===== config.mk =====
export PLATFORM = sky130hd
export DESIGN_NAME = uart_tx_arbiter
export DESIGN_NICKNAME = d
export VERILOG_FILES = /design/src/rtl/uart_tx_arbiter.sv
export SDC_FILE = /design/constraint.sdc
export NUM_CORES = 1
export LEC_CHECK = 0
export ABC_CLOCK_PERIOD_IN_PS = 2870
export CORE_ASPECT_RATIO = 1.25
export CORE_MARGIN = 2
export CORE_UTILIZATION = 55
export CTS_BUF_LIST = sky130_fd_sc_hd__clkbuf_8
export DETAILED_ROUTE_END_ITERATION = 16
export PLACE_DENSITY = 0.87
export SLEW_MARGIN = 40
export SYNTH_ARGS = -nofsm -noshare
export SYNTH_HDL_FRONTEND = slang
export SYNTH_SLANG_ARGS = --single-unit

===== constraint.sdc =====
create_clock -name clk -period 2.87 [get_ports clk]
set_clock_uncertainty 0.1 [all_clocks]
set_input_delay 0.287 -clock clk [delete_from_list [all_inputs] [get_ports clk]]
set_output_delay 0.287 -clock clk [all_outputs]
set_load 0.005 [all_outputs]

===== src/rtl/uart_tx_arbiter.sv =====
`default_nettype none
// ============================================================================
// Module      : uart_tx_arbiter
// Description : Two-requester byte arbiter feeding one UART serializer, with a
//               per-requester FIFO and a newline-delimited line lock.
// Revision    : 1.0 - initial release
// ============================================================================
module uart_tx_arbiter #(
    parameter int DEPTH        = 4,
    parameter int LOCK_TIMEOUT = 1024
) (
    input  logic       clk,
    input  logic       rst,
    input  logic       req0_valid,
    input  logic [7:0] req0_data,
    output logic       req0_ready,
    input  logic       req1_valid,
    input  logic [7:0] req1_data,
    output logic       req1_ready,
    output logic       ser_we,
    output logic [7:0] ser_data,
    input  logic       ser_ready,
    output logic       owner,
    output logic       locked,
    output logic       busy
);

    localparam int               c_PTR_W = $clog2(DEPTH);
    localparam int               c_TMR_W = $clog2(LOCK_TIMEOUT + 1);
    localparam logic [c_PTR_W:0] c_FULL  = DEPTH[c_PTR_W:0];
    localparam logic [c_TMR_W-1:0] c_TIMEOUT = LOCK_TIMEOUT[c_TMR_W-1:0];
    localparam logic [7:0]       c_NEWLINE = 8'h0A;

    localparam logic [1:0] c_S_IDLE      = 2'd0;
    localparam logic [1:0] c_S_WAIT_ACK  = 2'd1;
    localparam logic [1:0] c_S_WAIT_DONE = 2'd2;

    logic [1:0]         r_state,    w_state_nxt;
    logic               r_ser_we,   w_ser_we_nxt;
    logic [7:0]         r_ser_data, w_ser_data_nxt;
    logic               r_owner,    w_owner_nxt;
    logic               r_locked,   w_locked_nxt;
    logic [c_TMR_W-1:0] r_timer,    w_timer_nxt;
    logic [c_TMR_W-1:0] w_timer_inc;

    logic [1:0] w_in_valid;
    logic [7:0] w_in_data [2];
    logic [7:0] w_head    [2];
    logic [1:0] w_push, w_pop, w_nempty, w_full, w_ready;
    logic       w_sel_valid, w_sel_id, w_lock_idle;
    logic [7:0] w_sel_byte;

    assign w_in_valid   = {req1_valid, req0_valid};
    assign w_in_data[0] = req0_data;
    assign w_in_data[1] = req1_data;

    generate
        for (genvar g = 0; g < 2; g++) begin : g_fifo
            logic [7:0]         r_mem [DEPTH];
            logic [c_PTR_W-1:0] r_wr_ptr, r_rd_ptr;
            logic [c_PTR_W:0]   r_count;

            assign w_full[g]   = (r_count == c_FULL);
            assign w_nempty[g] = (r_count != '0);
            // Ready is forced low during reset so nothing is accepted then.
            assign w_ready[g]  = ~rst & ~w_full[g];
            assign w_push[g]   = w_in_valid[g] & w_ready[g];
            assign w_head[g]   = r_mem[r_rd_ptr];

            always_ff @(posedge clk) begin
                if (w_push[g]) begin
                    r_mem[r_wr_ptr] <= w_in_data[g];
                end
            end

            always_ff @(posedge clk) begin
                if (rst) begin
                    r_wr_ptr <= '0;
                    r_rd_ptr <= '0;
                    r_count  <= '0;
                end else begin
                    if (w_push[g]) r_wr_ptr <= r_wr_ptr + 1'b1;
                    if (w_pop[g])  r_rd_ptr <= r_rd_ptr + 1'b1;
                    case ({w_push[g], w_pop[g]})
                        2'b10:   r_count <= r_count + 1'b1;
                        2'b01:   r_count <= r_count - 1'b1;
                        default: r_count <= r_count;
                    endcase
                end
            end
        end
    endgenerate

    // A held lock only ever grants the owner; otherwise round-robin.
    always_comb begin
        w_sel_valid = 1'b0;
        w_sel_id    = r_owner;
        if (r_state == c_S_IDLE && ser_ready) begin
            if (r_locked) begin
                w_sel_valid = w_nempty[r_owner];
            end else if (w_nempty[0] ^ w_nempty[1]) begin
                w_sel_valid = 1'b1;
                w_sel_id    = w_nempty[1];
            end else if (&w_nempty) begin
                w_sel_valid = 1'b1;
                w_sel_id    = ~r_owner;
            end
        end
    end

    assign w_sel_byte  = w_head[w_sel_id];
    assign w_pop       = w_sel_valid ? (w_sel_id ? 2'b10 : 2'b01) : 2'b00;
    assign w_lock_idle = (r_state == c_S_IDLE) & r_locked & ~w_nempty[r_owner];
    assign w_timer_inc = (r_timer == c_TIMEOUT) ? r_timer : r_timer + 1'b1;

    always_comb begin
        w_state_nxt    = r_state;
        w_ser_we_nxt   = r_ser_we;
        w_ser_data_nxt = r_ser_data;
        w_owner_nxt    = r_owner;
        w_locked_nxt   = r_locked;
        w_timer_nxt    = r_timer;
        case (r_state)
            c_S_IDLE: begin
                if (w_sel_valid) begin
                    w_state_nxt    = c_S_WAIT_ACK;
                    w_ser_we_nxt   = 1'b1;
                    w_ser_data_nxt = w_sel_byte;
                    w_owner_nxt    = w_sel_id;
                    w_locked_nxt   = (w_sel_byte != c_NEWLINE);
                end
            end
            c_S_WAIT_ACK: begin
                if (!ser_ready) begin
                    w_state_nxt  = c_S_WAIT_DONE;
                    w_ser_we_nxt = 1'b0;
                end
            end
            c_S_WAIT_DONE: begin
                if (ser_ready) w_state_nxt = c_S_IDLE;
            end
            default: begin
                w_state_nxt  = c_S_IDLE;
                w_ser_we_nxt = 1'b0;
            end
        endcase
        if (w_sel_valid || !r_locked) begin
            w_timer_nxt = '0;
        end else if (w_lock_idle) begin
            w_timer_nxt = w_timer_inc;
            if (w_timer_inc == c_TIMEOUT) w_locked_nxt = 1'b0;
        end
    end

    always_ff @(posedge clk) begin
        if (rst) begin
            r_state    <= c_S_IDLE;
            r_ser_we   <= 1'b0;
            r_ser_data <= 8'h00;
            r_owner    <= 1'b0;
            r_locked   <= 1'b0;
            r_timer    <= '0;
        end else begin
            r_state    <= w_state_nxt;
            r_ser_we   <= w_ser_we_nxt;
            r_ser_data <= w_ser_data_nxt;
            r_owner    <= w_owner_nxt;
            r_locked   <= w_locked_nxt;
            r_timer    <= w_timer_nxt;
        end
    end

    assign req0_ready = w_ready[0];
    assign req1_ready = w_ready[1];
    assign ser_we     = r_ser_we;
    assign ser_data   = r_ser_data;
    assign owner      = r_owner;
    assign locked     = r_locked;
    assign busy       = (r_state != c_S_IDLE) | (|w_nempty);

endmodule
`default_nettype wire


Word-level counts from Yosys, hierarchy flattened
Memory sizes are Yosys's and may differ from the RTL's. A register that Yosys moved wholly into a read port is not among the register bits.
Index checks and enable logic that the tools add are counted.
{"block": "classes", "n_reduce_logical": 15, "bitwise_logic": 15, "mux": 38, "addsub": 9, "n_eq_ne": 14, "order_cmp": 2}
{"operator": "$mux 8", "count": 3}
{"operator": "$eq 11x11->1 const B", "count": 2}
{"operator": "$mux 1", "count": 21}
{"operator": "$mux 2", "count": 9}
{"operator": "$pmux 3 s2", "count": 2}
{"operator": "$add 11x1->11 const B", "count": 1}
{"operator": "$mux 11", "count": 1}
{"operator": "$add 2x1->2 const B", "count": 4}
{"operator": "$ne 8x4->1 const B", "count": 1}
{"operator": "$add 3x1->3 const B", "count": 2}
{"operator": "$and 1x1->1", "count": 6}
{"operator": "$eq 2x1->1 const B", "count": 3}
{"operator": "$eq 2x2->1 const B", "count": 3}
{"operator": "$eq 3x3->1 const B", "count": 2}
{"operator": "$ne 2x2->1 const B", "count": 3}
{"operator": "$not 1->1", "count": 6}
{"operator": "$pmux 2 s3", "count": 1}
{"operator": "$reduce_and 3->1", "count": 2}
{"operator": "$reduce_bool 2->1", "count": 3}
{"operator": "$reduce_bool 3->1", "count": 2}
{"operator": "$sub 3x1->3 const B", "count": 2}
{"operator": "$reduce_and 2->1", "count": 2}
{"operator": "$reduce_or 2->1", "count": 2}
{"operator": "$pmux 1 s3", "count": 1}
{"operator": "9 further kinds", "count": 9}
{"block": "word_totals", "inputBits": 21, "reg_bits": 38, "mem_bits_rw": 64, "wordCells": 107, "output_inout_bits": 14, "memories": 2}
{"memory": "g_fifo[0].r_mem", "depth": 4, "width": 8, "rd": 1, "rd_ports_with_merged_regs": 1, "write_ports": 1, "line": "59", "source": "logic [7:0] r_mem [DEPTH];"}
{"memory": "g_fifo[1].r_mem", "depth": 4, "width": 8, "rd": 1, "rd_ports_with_merged_regs": 1, "write_ports": 1, "line": "59"}

Depth between registers and ports, before layout
{"block": "logic_depth", "ltp_word": 16, "depth_mapped": 12, "ltp_nobuf": 10}

Worst setup path before layout
Ideal clock, no wire load.
{"block": "synth_path", "kind": "register to register", "startpoint": "register r_state[1]", "endpoint": "register g_fifo[1].r_count[2]", "t_required_ns": 2.699, "path_buffers": 1, "path_slack_ns": -0.007, "period_less_slack_ns": 2.877, "arrival_ns": 2.706, "path_stages_with_launch": 12, "setup_time_ns": 0.071, "cell_sequence": "dfxtp_1 -> or4b_4 -> o21ba_1 -> buf_6 -> or2_1 -> nor2_4 -> ha_1 -> inv_1 -> fa_1 -> xor2_1 -> or3_1 -> a21oi_1"}
{"block": "synth_between", "elab_chain_cells": 7, "word_cells_on_any_way": 10, "classes_between": "2 x eq/ne; 5 x mux; 3 x reduce/logical"}
{"element": "start, declared", "line": "38", "source": "logic [1:0] r_state, w_state_nxt;"}
{"element": "start signal, assigned", "line": "157", "source": "r_state <= c_S_IDLE;"}
{"element": "start signal, assigned", "line": "164", "source": "r_state <= w_state_nxt;"}
{"element": "$logic_not 2->1 (*)", "line": "98", "source": "if (r_state == c_S_IDLE && ser_ready) begin"}
{"element": "$logic_and 1x1->1 (*)", "line": "98"}
{"element": "$mux 1", "line": "98"}
{"element": "$mux 2", "line": "112", "source": "assign w_pop = w_sel_valid ? (w_sel_id ? 2'b10 : 2'b01) : 2'b00;"}
{"element": "$mux 2 (*)", "line": "112"}
{"element": "via w_pop[1]", "line": "49", "source": "logic [1:0] w_push, w_pop, w_nempty, w_full, w_ready;"}
{"element": "$eq 2x1->1 / $eq 2x2->1 (equally long branches)", "line": "84", "source": "case ({w_push[g], w_pop[g]})"}
{"element": "$pmux 3 s2 / $reduce_bool 2->1 (equally long branches)"}
{"element": "end signal, assigned", "line": "85", "source": "2'b10: r_count <= r_count + 1'b1;"}
{"element": "end signal, assigned", "line": "86", "source": "2'b01: r_count <= r_count - 1'b1;"}
{"element": "end signal, assigned", "line": "87", "source": "default: r_count <= r_count;"}
{"element": "end, declared", "line": "61", "source": "logic [c_PTR_W:0] r_count;"}
Mark *: on every way through the listed nets, which the timed path passes. The rest lies on a longest branch.
A chain may end at the register's enable or synchronous reset.

Worst setup path after layout
{"block": "layout_path", "startpoint": "register r_locked, in the netlist locked", "endpoint": "register g_fifo[1].r_count[2]"}
{"block": "layout_between", "elab_chain_cells": 6, "word_cells_on_any_way": 10, "classes_between": "2 x eq/ne; 7 x mux; 1 x reduce/logical"}
{"element": "start, declared", "line": "42", "source": "logic r_locked, w_locked_nxt;"}
{"element": "start signal, assigned", "line": "168", "source": "r_locked <= w_locked_nxt;"}
{"element": "$mux 1", "line": "99", "source": "if (r_locked) begin"}
{"element": "$mux 1", "line": "98"}
{"element": "$mux 2", "line": "112"}
{"element": "$mux 2 (*)", "line": "112"}
{"element": "via w_pop[1]", "line": "49"}
{"element": "$eq 2x1->1 / $eq 2x2->1 (equally long branches)", "line": "84"}
{"element": "$pmux 3 s2 / $reduce_bool 2->1 (equally long branches)"}
Marks and branches as above.

==> out/metrics.csv <==
metric;value;unit
status;complete, no violations;
ANT cells;0;
cells along the critical path;or4b_4 -> o21ba_4 -> or2_4 -> nor2_4 -> ha_4 -> inv_2 -> fa_2 -> xor2_1 -> or3_4 -> a21oi_2;
Pwr per Cell Area;770;mW/mm2
Synth top area share;0.412;
IO buf count;34;
number of DRC markers in iteration 0;276;
CP Data Arrival Time;3.07;ns
period utilisation layout;0.997;
row cnt;37;
Max stage delay on crit path;0.55;ns
Slowest cell on crit path;or4b_4;
Cells after Synth;366;
global-route wire length before repair;15100;um
post-synthesis sequential area ratio;0.593;
max_slew headroom;0.562;
Final nets;460;
CTS tree;built;
post-synthesis average cell area;12.7;um2
cell taking the most area after synthesis;edfxtp_1;
commonest non-fill, non-tap cell in the layout;edfxtp_1;
WL/cell;17.9;um
GPL Wtd Cong;0.863;
CTS max path bufs;2;
Yosys warning total;0;
Worst-Margin Slew;0.655;ns
setup TNS;0;ns
Cell variety after synth;54;
worst-skew pair later-pin latency;0.37;ns
post-synthesis instance area;0.00466;mm2
share of cells above drive strength 1;0.216;
initial antenna violation count;0;
DIE HEIGHT;107;um
Clock Sinks;106;
worst-path fanout max;2;
Leakage;1.95;nW
CP endpoint kind;flop;
Hold WC Path Type;in -> reg;
pin count of the biggest net entering global routing;21;
Core ar.;0.00824;mm2
# IOs;35;
Worst setup SP type;flop;
setup violators final;0;
Area contributors post-synth;edfxtp_1 41%, dfxtp_1 18%, mux4_2 7.7%, ha_1 3.2%, nor2_1 3.0%;
Die Width;86.3;um
min Tclk post-route;2.86;ns
critical path class;reg -> reg;
final-report hold violation count;0;
pre-CTS setup slack;-0.326;ns
synthesized flop and latch total;106;
Worst EP required;3.08;ns
initial core utilization;0.566;
hold_ws;0.160;ns
f_max;349;MHz
Clock Tree Root;clkbuf_8;
DIE AREA;0.00923;mm2
first drt pass iteration count;4;
vias in the first global route;3120;
Max Cap Violations;0;
DP HPWL;6460;um
DRT Wirelength;9440;um
Overall Power;4.28;mW
Avg Vias per Cell;5.88;
Post-DRT Antenna Nets;0;
hold buffers post-CTS;0;
gr usage total;0.214;
Slew Limit Fails;0;
final worst setup slack;0.00857;ns
Primary FF master, synth;edfxtp_1;
Mapped Nets;401;
Async SR Flop Fraction;0;
Worst-path clk slew;0.10;ns
total CTS buffers;9;
H-tree levels;3;
Post-synth EDFFs;64;
most frequent cells in the layout;64 x edfxtp_1, 36 x nor2_1, 33 x dfxtp_1, 33 x clkdlybuf4s50_1, 32 x buf_4;
Area growth syn-to-layout;19.2;%
GRT overflow;0;
DRC;0;
Max VDD drop;0.463;mV
via count;3100;
## metrics by stage
step	cells	cell area (um2)	util
after floorplan	366	4660	-
after global placement	506	5250	0.637
after detailed placement	506	5250	0.637
after CTS	522	5450	0.661
after global routing	527	5560	0.675
final	527	5560	0.675
## synth_stat cells (all sizes together) (6+ instances only)
cell type and instances:
clkbuf 10, dfxtp 42, nor2 39, edfxtp 64
a22oi 14, and3 12, ha 12, nand3 6
nor3 6, xor2 14, mux4 16, o21ai 7
nand2 26, xnor2 10, inv 16, buf 8
a21oi 12
## state kept, by name (all words and copies together) (netlist names), named ones only
register,cells
r_state,2
r_timer,11
ser_we,1
g_fifo.r_wr_ptr,4
g_fifo.r_count,6
ser_data,8
g_fifo.r_rd_ptr,4
owner,1
locked,1
g_fifo.r_mem,64
## path summary, 6_finish.rpt
kind / startpoint / end / slack (ns) / cells after the start
worst max-delay path: locked / g_fifo[1].r_count[2] / 0.009 / 10
worst min-delay path: ser_ready / r_state[1] / 0.16 / 3
worst max register to register: locked / g_fifo[1].r_count[2] / 0.009 / 10
worst min register to register: ser_data[3] / ser_data[3] / 0.37 / 2
## routing by layer
layer / up-vias / part of all wire / routed length, um / track usage
met5: - / 0 / 0 / 0
met4: 0 / 0.023 / 213 / 0.0982
met1: 1533 / 0.41 / 3910 / 0.277
li1: 1456 / - / - / -
met3: 17 / 0.039 / 372 / 0.0354
met2: 94 / 0.52 / 4940 / 0.354
## layout make-up
class	count	area, um2
sequential	106	2780
timing repair buffer	66	583
multi-input combinational	226	1820
clock inverter	6	62.6
tap	97	121
fill	571	2680
clock buffer	10	138
inverter	16	60.1
## report_power, final
group	internal [mW]	total [mW]	switching [mW]
clock network	0.364	0.913	0.549
registers	1.77	1.90	0.126
logic	0.737	1.47	0.732
## logic make-up after synthesis
family	share of synthesized area
DFF	0.593
AOI/OAI and AO/OA	0.0786
and+or+nand+nor	0.125
xor gates and xnor gates	0.0451
buffers and inverters	0.0303
adders and majority gates	0.0408
muxes	0.0880
## critical path, delay by kind of cell (launching register included)
| kind | cells | cell delay (ns) |
|---|---|---|
| simple gates | 4 | 1.30 |
| fa+ha+maj | 2 | 0.53 |
| flops | 1 | 0.34 |
| compound gates | 2 | 0.33 |
| xor+xnor | 1 | 0.17 |
| buf+inv | 1 | 0.04 |
## repair_timing
action | 4_1_cts | 5_1_grt
resized for setup | 0 | 25
setup buffers | 0 | 5
setup endpoints to repair | 0 | 2
No activity file was read; power rests on OpenSTA's default activity.
